**src/rtl/tt_um_lfsr_popcount8.sv**
```systemverilog
// Combinational 8-bit population count; used by the bit-error build of the checker.
module lfsr_popcount8 (
    input  logic [7:0] word,
    output logic [3:0] count
);

    always_comb begin
        count = 4'd0;
        for (int i = 0; i < 8; i++) begin
            count = count + {3'b000, word[i]};
        end
    end

endmodule

```
**config.mk**
```make
export PLATFORM = sky130hd
export DESIGN_NAME = lfsr_popcount8
export DESIGN_NICKNAME = d
export VERILOG_FILES = /design/src/rtl/tt_um_lfsr_popcount8.sv
export SDC_FILE = /design/constraint.sdc
export NUM_CORES = 1
export LEC_CHECK = 0
export BUFFER_PORTS_ARGS = -buffer_cell sky130_fd_sc_hd__buf_2
export CAP_MARGIN = 10
export CORE_AREA = 2 2 39 41
export DETAILED_ROUTE_END_ITERATION = 8
export DIE_AREA = 0 0 41 43
export GPL_TIMING_DRIVEN = 0
export SETUP_SLACK_MARGIN = 0.4
export SYNTH_ARGS = -nofsm -noshare
export SYNTH_HDL_FRONTEND = slang
export SYNTH_SLANG_ARGS = --single-unit
```
**constraint.sdc**
```tcl
create_clock -name vclk -period 6.3
set_clock_uncertainty 0.05 [all_clocks]
set_input_delay 1.26 -clock vclk [all_inputs]
set_output_delay 1.26 -clock vclk [all_outputs]
set_load 0.01 [all_outputs]
```
; ---- Yosys cells after proc, flatten, opt, wreduce, memory -nomap -nowiden
; Index checks and enable logic that the tools add are counted.
[op_classes]
addsub = 7
[ops]
columns = cell, count
row1 = 4-bit by 1-bit adder with 4-bit output, 4
row2 = 3-bit by 1-bit adder with 4-bit output, 1
row3 = 2-bit by 1-bit adder with 3-bit output, 1
row4 = 1-bit by 1-bit adder with 2-bit output, 1
[word_totals]
output_inout_bits = 4
inputBits = 8
register_bits = 0
wordCells = 7

; ---- Longest topological paths before layout
; Gate-level depths: netlist of run 1.
[logic_depth]
ltp_word = 7
mapped_depth = 9

; ---- Least setup slack after synthesis of run 1
; OpenSTA, ideal clock, no wires.
[synth_timing]
path_kind = in2out
from = in word[0]
to = out count[2]
cell_stages = 9
setup_slack_ns = 1.452
arrival_ns = 3.538
t_required_ns = 4.990
cell_sequence = inv_1 -> fa_1 -> fa_1 -> fa_1 -> inv_1 -> ha_1 -> inv_1 -> fa_1 -> xnor2_1
[synth_between]
elab_chain_cells = 7
[synth_rtl]
columns = element, line_no
row1 = start: declaration, 3  ; input logic [7:0] word,
row2 = 1-bit by 1-bit adder with 2-bit output, 10  ; count = count + {3'b000, word[i]};
row3 = 2-bit by 1-bit adder with 3-bit output, 10
row4 = 3-bit by 1-bit adder with 4-bit output, 10
row5 = 4-bit by 1-bit adder with 4-bit output (4 in a row), 10
row6 = end: declaration, 4  ; output logic [3:0] count
; Every way passes these cells.

; ---- Worst setup path in the final report of run 1
; Same ends and word-level chain as after synthesis.

==> summary.md, run 1 <==
| Metric | Value |
|---|---|
| Syn Area/Cell | `around 7.9 um2` |
| Nets | `53` |
| Postcts setup bufs | `0` |
| Vias | `roughly 170` |
| Critical Path Start Type | `input pin` |
| Die Height | `between 40 and 50 um` |
| Residual DRC | `0` |
| Crit. Startpoint | `word[0]` |
| Power Dens Cells | `159 mW/mm2` |
| Compound-cell area share of the yosys netlist | `between 2 and 3%` |
| Stages on worst setup path | `11` |
| Fillers | `160` |
| Largest family of logic cells by synthesized area | `adder cells` |
| Flop pwr share | `0%` |
| Initial antenna violation count | `0` |
| Sw Ratio | `around 52%` |
| Overflow left after global routing | `0` |
| Worst path cell trace | `buf_2, inv_1, fa_1, fa_1, fa_1, inv_1, ha_1, inv_1, fa_1, xnor2_1, buf_2` |
| Slowest stage cell, crit path | `fa_1` |
| Placed cell area | `around 270 um2` |
| Worst Path Buf+Inv | `5` |
| Wire per inst | `roughly 5.6 um` |
| Global Route Usage Sum | `3.41%` |
| Iteration-0 DRC Markers | `0` |
| Die width | `about 41 um` |
| Simple-Gate Fraction of Synth Area | `around 3.3%` |
| Mux cell area share after synthesis | `0%` |
| RSZ-0062 raised after global routing | `false` |
| RD Place Congestion | `just under 0.5` |
| Hold WS | `2780 ps` |
| Hold Path Class | `in2out` |
| CP Capture Type | `output port` |
| Comb pwr share | `100.0%` |
| Period utilization | `79.9%` |
| Adder-Cell Fraction of Synth Area | `approximately three fifths` |
| Final wirelength | `about 290 um` |
| Flip-flop and latch area | `0 um2` |
| Worst Setup EP | `count[2]` |
| Post_cts resized | `0` |
| CP required | `about 5000 ps` |
| Die Area | `~0.0018 mm2` |
| Slew Limit Fails | `0` |
| Most frequent CP cell | `fa_1` |
| Initial Util | `13.7%` |
| Hold-fix buffers, CTS | `0` |
| Worst-Margin Slew | `125 ps` |
| Final Setup Violations | `0` |
| Clock buf count | `0` |
| Yosys warning total | `0` |
| Final Hold Fails | `0` |
| XOR/XNOR share of the synthesized area | `between 4 and 5%` |
| Final Cell Area | `270 um2` |
| Post-Synthesis Cells | `24` |
| Via-per-instance ratio | `3.25` |
| Register area share after synthesis | `0%` |
| Max IR drop VDD | `between 0.03 and 0.04 mV` |
| Synthesized area | `between 150 and 200 um2` |
| Synth cell types | `6` |
| Core area | `0.00138 mm2` |
| Post-layout min period | `between 5000 and 6000 ps` |
| P_int | `slightly above 0.02 mW` |
| Rows | `14` |
| Inserted Diodes | `0` |
| Crit path kind | `in2out` |
| P&R area growth vs syn | `42.1%` |
| Post-Syn Nets | `39` |
| Delay-heaviest family, CP | `adder cells` |
| PortBufs | `12` |
| Max cap viols | `0` |
| Leakage | `~0.18 nW` |
| Arrival time at the worst endpoint | `approximately 3700 ps` |
| Largest net degree at the start of global routing | `3` |
| Slew HR | `between 90 and 100%` |
| CP max FO | `2` |
| DRT Pass-1 Iters | `1` |
| Vias in the first global route | `120` |
| Clock Power Share | `0%` |
| Share of cells above drive strength 1 | `between 30% and 40%` |
| F_max | `about 0.20 GHz` |
| Post-DP HPWL | `~290 um` |
| Num sequential | `0` |
| Final setup TNS | `0 ps` |
| Outcome | `finished, final reports clean` |
| First-pass GRT wire length | `around 450 um` |
| Crit-path max cell delay | `about 540 ps` |
| Final ANT Viol Nets | `0` |
| Psw | `0.0225 mW` |
| Num ports | `12` |
==> cell type report <==
cell class / count / area (um2) / share of cell area (%)
well taps: 16 / 20.0 / 7.41
multi-input cells: 10 / 138 / 50.9
inverters: 14 / 52.6 / 19.4
repair buffers: 12 / 60.1 / 22.2
==> worst min path at each step <==
stage          cells after the start  startpoint       end  slack [ps]
6_report                           3     word[2]  count[0]        2780
5_1_grt                            3     word[2]  count[0]        2810
4_1_cts                            3     word[2]  count[0]        2790
3_5_place_dp                       3     word[2]  count[0]        2780
3_3_place_gp                       3     word[2]  count[0]        2780
2_1_floorplan                      1     word[2]  count[0]        2620
==> cells in the final DEF, fill, tap and decap left out <==
master / count
fa_1: 4
a21oi_1: 1
ha_1: 3
nor2b_1: 1
buf_2: 12
xnor2_1: 1
inv_1: 14
==> cell families (layout without fill, tap and decap cells) <==
| logic type | Yosys count | count (layout) |
|---|---|---|
| buffers and inverters | 14 | 26 |
| XOR/XNOR | 1 | 1 |
| AND/OR/NAND/NOR | 1 | 1 |
| adder cells (fa/ha/maj) | 7 | 7 |
| AO/OA/AOI/OAI | 1 | 1 |
==> layer usage <==
| metal | vias up | share of wire, % | track usage [%] |
|---|---|---|---|
| met1 | 78 | 36 | 4.17 |
| li1 | 86 | - | - |
| met5 | - | 0 | 0 |
| met2 | 5 | 56 | 6.56 |
| met4 | 0 | 0 | 0 |
| met3 | 0 | 7.6 | 0 |
==> cells in the mapped netlist <==
library cell  count  area [um2]
fa_1              4        80.1
ha_1              3        37.5
inv_1            14        52.6
xnor2_1           1        8.76
a21oi_1           1        5.00
nor2b_1           1        6.26
==> power groups by stage <==
stage	Clock [mW]	Combinational [mW]	Sequential, mW
floorplan	0	0.0293	0
detailed placement	0	0.0441	0
global route	0	0.0520	0
global placement	0	0.0432	0
CTS	0	0.0446	0
finish	0	0.0429	0
==> through the flow <==
stage / setup slack [ps] / total power [mW] / cells / utilization [%]
after floorplan: 1450 / 0.0293 / 24 / -
after global placement: 1270 / 0.0432 / 52 / 19.5
after detailed placement: 1250 / 0.0441 / 52 / 19.5
after CTS: 1230 / 0.0446 / 52 / 19.5
after global routing: 1100 / 0.0520 / 52 / 19.5
final: 1270 / 0.0429 / 52 / 19.5
Note: power is estimated with default switching activity, not from simulation.
==> run 2, diff against run 1 <==
==> constraint.sdc (replaced) <==
create_clock -name vclk -period 4.6
set_clock_uncertainty 0.05 [all_clocks]
set_input_delay 0.92 -clock vclk [all_inputs]
set_output_delay 0.92 -clock vclk [all_outputs]
set_load 0.01 [all_outputs]
==> run 2 against run 1 <==
Compared with the run above:
- sequential share of layout area stayed put
- routed wire length increased by 4.1%
- highest routed layer unchanged
- cell area rose by 5.6%
- non-clock buffer count is the same
- clock-buffer cell count unchanged
- hold slack worse by 650 ps
- global-route usage grew 0.20 points
- final cell count unchanged
- first-iteration DRC count did not move
==> summary.md, run 2 (synthesis results as in run 1) <==
| Metric | Value |
|---|---|
| Outcome | `finished, final reports clean` |
| Period utilization | `a little over nine tenths` |
| Inserted Diodes | `0 (unchanged)` |
| RSZ-0062 raised after global routing | `true` |
| Critical Path Start Type | `input pin` |
| Total power | `0.0612 mW (+43%)` |
| RD Place Congestion | `0.497 (unchanged)` |
| Hold Crit Depth | `3 (unchanged)` |
| Slew Limit Fails | `0 (unchanged)` |
| CP required | `3630 ps (-1360 ps)` |
| Overflow left after global routing | `0 (unchanged)` |
| Final setup TNS | `0 ps (unchanged)` |
| Initial Util | `13.7% (unchanged)` |
| Residual DRC | `0 (unchanged)` |
| Fillers | `156 (-2.5%)` |
| Die Height | `43 um (unchanged)` |
| Flip-flop and latch area | `0 um2 (unchanged)` |
| P&R area growth vs syn | `50.0%` |
| Post-layout min period | `roughly 4300 ps` |
| Commonest cells after routing, fill and taps aside | `inv_1 (11), buf_2 (11), fa_1 (4)` |
| Multi-input gate area | `140 um2 (+1.8%)` |
| Core area | `0.00138 mm2 (unchanged)` |
| Final wirelength | `303 um (+4.1%)` |
| Clock buf count | `0 (unchanged)` |
| First-pass GRT wire length | `476 um (+6.3%)` |
| Largest net degree at the start of global routing | `3 (unchanged)` |
| Iteration-0 DRC Markers | `0 (unchanged)` |
| Post-DP HPWL | `291 um (unchanged)` |
| Global Route Usage Sum | `3.61% (+0.20 points)` |
| CP max FO | `2 (unchanged)` |
| Num ports | `12 (unchanged)` |
| Crit path kind | `in2out` |
| Via-per-instance ratio | `3.25 (unchanged)` |
| Initial antenna violation count | `0 (unchanged)` |
| Arrival time at the worst endpoint | `3360 ps (-360 ps)` |
| Max cap viols | `0 (unchanged)` |
| PortBufs | `12 (unchanged)` |
| Slew HR | `91.6% (about the same)` |
| Max IR drop VDD | `0.0495 mV (+38%)` |
| Hold Path Class | `in2out` |
| Share of cells above drive strength 1 | `44.4% (+11 points)` |
| Die width | `41 um (unchanged)` |
| Postcts setup bufs | `0 (unchanged)` |
| Power Dens Cells | `214 mW/mm2 (+35%)` |
| F_max | `between 0.2 and 0.25 GHz` |
| Final ANT Viol Nets | `0 (unchanged)` |
| Final Setup Violations | `0 (unchanged)` |
| Final Hold Fails | `0 (unchanged)` |
| DRT Pass-1 Iters | `1 (unchanged)` |
| Hold-fix buffers, CTS | `0 (unchanged)` |
| CP Capture Type | `output port` |
| Worst-Margin Slew | `125 ps (+0.109 ps)` |
| Leakage | `0.177 nW (-0.24%)` |
| Rows | `14 (unchanged)` |
| Nets | `53 (unchanged)` |
| Vias in the first global route | `130 (+8.3%)` |
| Vias | `169 (unchanged)` |
| Wire per inst | `5.83 um (+4.1%)` |
| Die Area | `0.00176 mm2 (unchanged)` |
| Num sequential | `0 (unchanged)` |
## run 2: cell counts in the layout (fill, tap and decap cells not counted)
Identical to the previous run, type by type.
## run 2: final timing paths
check | end | startpoint
min | count[0] | word[2]
max | count[2] | word[0]
## run 2: power breakdown
group          internal, mW  switching (mW)
Clock                     0               0
Combinational        0.0296          0.0316
Sequential                0               0
## run 2: critical path, cell delays in order
cell and delay (ps):
buf_8 70, inv_4 20, fa_1 540, fa_1 430
fa_1 440, inv_1 70, ha_2 180, inv_2 40
fa_1 370, xnor2_1 140, buf_2 150
## run 2: layout make-up
class	count	area share (%)
Multi-Input combinational cell	10	49.1
Inverter	14	19.3
Timing Repair Buffer	12	24.6
Tap cell	16	7.02
## run 2: repair_timing
item	in CTS	in global routing
setup endpoints to repair	2	2
resized for setup	5	2
pin swaps	0	0
## run 2: stage by stage
stage               setup WS [ps]  instance area (um2)  cells  utilization [%]  hold WS [ps]
finish                        270                  285     52             20.6          2130
detailed placement            229                  270     52             19.5          2100
global placement              248                  270     52             19.5          2100
CTS                           240                  279     52             20.2          2130
floorplan                     432                  190     24                -          1940
global route                  135                  285     52             20.6          2160
## run 2: routing by layer
layer | vias to the layer above | GRT usage, % | part of all wire [%]
li1 | 86 | - | -
met1 | 78 | 4.17 | 34
met2 | 5 | 7.19 | 58
met3 | 0 | 0 | 7.6
met4 | 0 | 0 | 0
met5 | - | 0 | 0
==> run 3, diff against run 2 <==
--- a/config.mk
+++ b/config.mk
@@ -5,12 +5,13 @@
 export SDC_FILE = /design/constraint.sdc
 export NUM_CORES = 1
 export LEC_CHECK = 0
-export BUFFER_PORTS_ARGS = -buffer_cell sky130_fd_sc_hd__buf_2
 export CAP_MARGIN = 10
 export CORE_AREA = 2 2 39 41
 export DETAILED_ROUTE_END_ITERATION = 8
 export DIE_AREA = 0 0 41 43
+export DONT_BUFFER_PORTS = 1
 export GPL_TIMING_DRIVEN = 0
+export PLACE_DENSITY_LB_ADDON = 0.12
 export SETUP_SLACK_MARGIN = 0.4
 export SYNTH_ARGS = -nofsm -noshare
 export SYNTH_HDL_FRONTEND = slang
==> constraint.sdc (replaced) <==
create_clock -name vclk -period 4.6
set_clock_uncertainty 0.05 [all_clocks]
set_input_delay 0.46 -clock vclk [all_inputs]
set_output_delay 0.46 -clock vclk [all_outputs]
set_load 0.01 [all_outputs]
==> run 3 against run 2 <==
Compared with the run above:
- highest routed layer unchanged
- worst setup slack better by 1000 ps
- non-clock buffer count down 12
- sequential share of layout area did not move
- hold slack worse by 1100 ps
- first-iteration DRC count is 1 higher
- core utilization decreased by 5.4 points
- via count shrank 22%
- maximum frequency grew 30%
- power is 24% lower
==> summary.md, run 3 (synthesis results as in run 1) <==
| Metric | Value |
|---|---|
| Nets | `41 (-23%)` |
| Crit. Startpoint | `word[0]` |
| Via-per-instance ratio | `3.28 (+0.77%)` |
| Delay-heaviest family, CP | `adder cells` |
| CP required | `4090 ps (+460 ps)` |
| Slew HR | `80.8% (-11 points)` |
| Share of cells above drive strength 1 | `0% (-44 points)` |
| First-pass GRT wire length | `552 um (+16%)` |
| Largest net degree at the start of global routing | `3 (unchanged)` |
| Critical Path Start Type | `input pin` |
| Max IR drop VDD | `0.0319 mV (-35%)` |
| Hold-fix buffers, CTS | `0 (unchanged)` |
| Power Dens Cells | `221 mW/mm2 (+2.9%)` |
| Flip-flop and latch area | `0 um2 (unchanged)` |
| Vias in the first global route | `137 (+5.4%)` |
| Final setup TNS | `0 ps (unchanged)` |
| Outcome | `finished, final reports clean` |
| Max cap viols | `0 (unchanged)` |
| Worst Setup EP | `count[2]` |
| RSZ-0062 raised after global routing | `false` |
| Period utilization | `72.4% (-22 points)` |
| Residual DRC | `0 (unchanged)` |
| CP Capture Type | `output port` |
| Stages on worst setup path | `9 (-2)` |
| DRT Pass-1 Iters | `2 (+1)` |
| Rows | `14 (unchanged)` |
| Final core occ | `15.2% (-5.4 points)` |
| Global Route Usage Sum | `4.02% (+0.41 points)` |
| Most frequent CP cell | `fa_1` |
| Die width | `41 um (unchanged)` |
| Num sequential | `0 (unchanged)` |
| Final ANT Viol Nets | `0 (unchanged)` |
| Leakage | `0.129 nW (-27%)` |
| CP max FO | `2 (unchanged)` |
| Overflow left after global routing | `0 (unchanged)` |
| Commonest cells after routing, fill and taps aside | `inv_1 (14), fa_1 (4), ha_1 (3)` |
| Arrival time at the worst endpoint | `2820 ps (-540 ps)` |
| P&R area growth vs syn | `10.5%` |
| Clock buf count | `0 (unchanged)` |
| Final Setup Violations | `0 (unchanged)` |
| Postcts setup bufs | `0 (unchanged)` |
| Worst Path Buf+Inv | `3 (-2)` |
| Multi-input gate area | `138 um2 (-1.8%)` |
| Crit-path max cell delay | `550 ps (about the same)` |
| Crit path kind | `in2out` |
| RD Place Congestion | `0.546 (+9.9%)` |
| PortBufs | `0 (-12)` |
| Num ports | `12 (unchanged)` |
| Post-DP HPWL | `289 um (-0.62%)` |
| Die Height | `43 um (unchanged)` |
| Fillers | `164 (+5.1%)` |
| Post_cts resized | `0 (-5)` |
| Worst-Margin Slew | `286 ps (+161 ps)` |
| Core area | `0.00138 mm2 (unchanged)` |
| Commonest non-fill, non-tap cell in the layout | `inv_1` |
| Vias | `131 (-22%)` |
| Final Hold Fails | `0 (unchanged)` |
| Hold Path Class | `in2out` |
| Slowest stage cell, crit path | `fa_1` |
| Wire per inst | `7.13 um (+22%)` |
| Iteration-0 DRC Markers | `1 (+1)` |
| F_max | `0.300 GHz (+30%)` |
| Initial antenna violation count | `0 (unchanged)` |
| Final wirelength | `285 um (-5.9%)` |
| Slew Limit Fails | `0 (unchanged)` |
| Inserted Diodes | `0 (unchanged)` |
| Initial Util | `13.7% (unchanged)` |
| Die Area | `0.00176 mm2 (unchanged)` |
| Worst path cell trace | `inv_1, fa_1, fa_1, fa_1, inv_1, ha_1, inv_1, fa_1, xnor2_1` |
| Post-layout min period | `3330 ps (-998 ps)` |
run 3: changes by cell type in the layout (fill, tap and decap cells not counted), sizes merged:
cell  before  now
buf       12    0
run 3: worst min path at each step:
| stage | startpoint | end | slack (ps) | cells past startpoint |
|---|---|---|---|---|
| after floorplan | word[2] | count[0] | 1020 | 1 |
| after detailed placement | word[2] | count[0] | 1030 | 1 |
| after global placement | word[2] | count[0] | 1030 | 1 |
| final | word[2] | count[0] | 1030 | 1 |
| after CTS | word[2] | count[0] | 1030 | 1 |
| after global routing | word[2] | count[0] | 1030 | 1 |
run 3: layout make-up:
cell class / instances / area share (%)
multi-input cells: 10 / 65.5
inverters: 14 / 25.0
well taps: 16 / 9.52
run 3: routing by layer:
metal  share of wire (%)  track usage (%)  routed length, um
met1                  35             6.13                101
met2                  53             6.56                151
met3                  11                0                 31
met4                   0                0                  0
met5                   0                0                  0
run 3: power by group:
group | leakage [nW] | internal, mW | switching, mW | total [mW]
clock | 0 | 0 | 0 | 0
sequential | 0 | 0 | 0 | 0
combinational | 0.129 | 0.0183 | 0.0281 | 0.0464
run 3: through the flow:
step	setup WS (ps)	std cells	power, mW	instance area, um2	hold WS [ps]
after floorplan	1350	24	0.0402	190	1020
after global routing	1130	40	0.0562	210	1030
after global placement	1250	40	0.0472	210	1030
after CTS	1240	40	0.0488	210	1030
final	1270	40	0.0464	210	1030
after detailed placement	1250	40	0.0483	210	1030
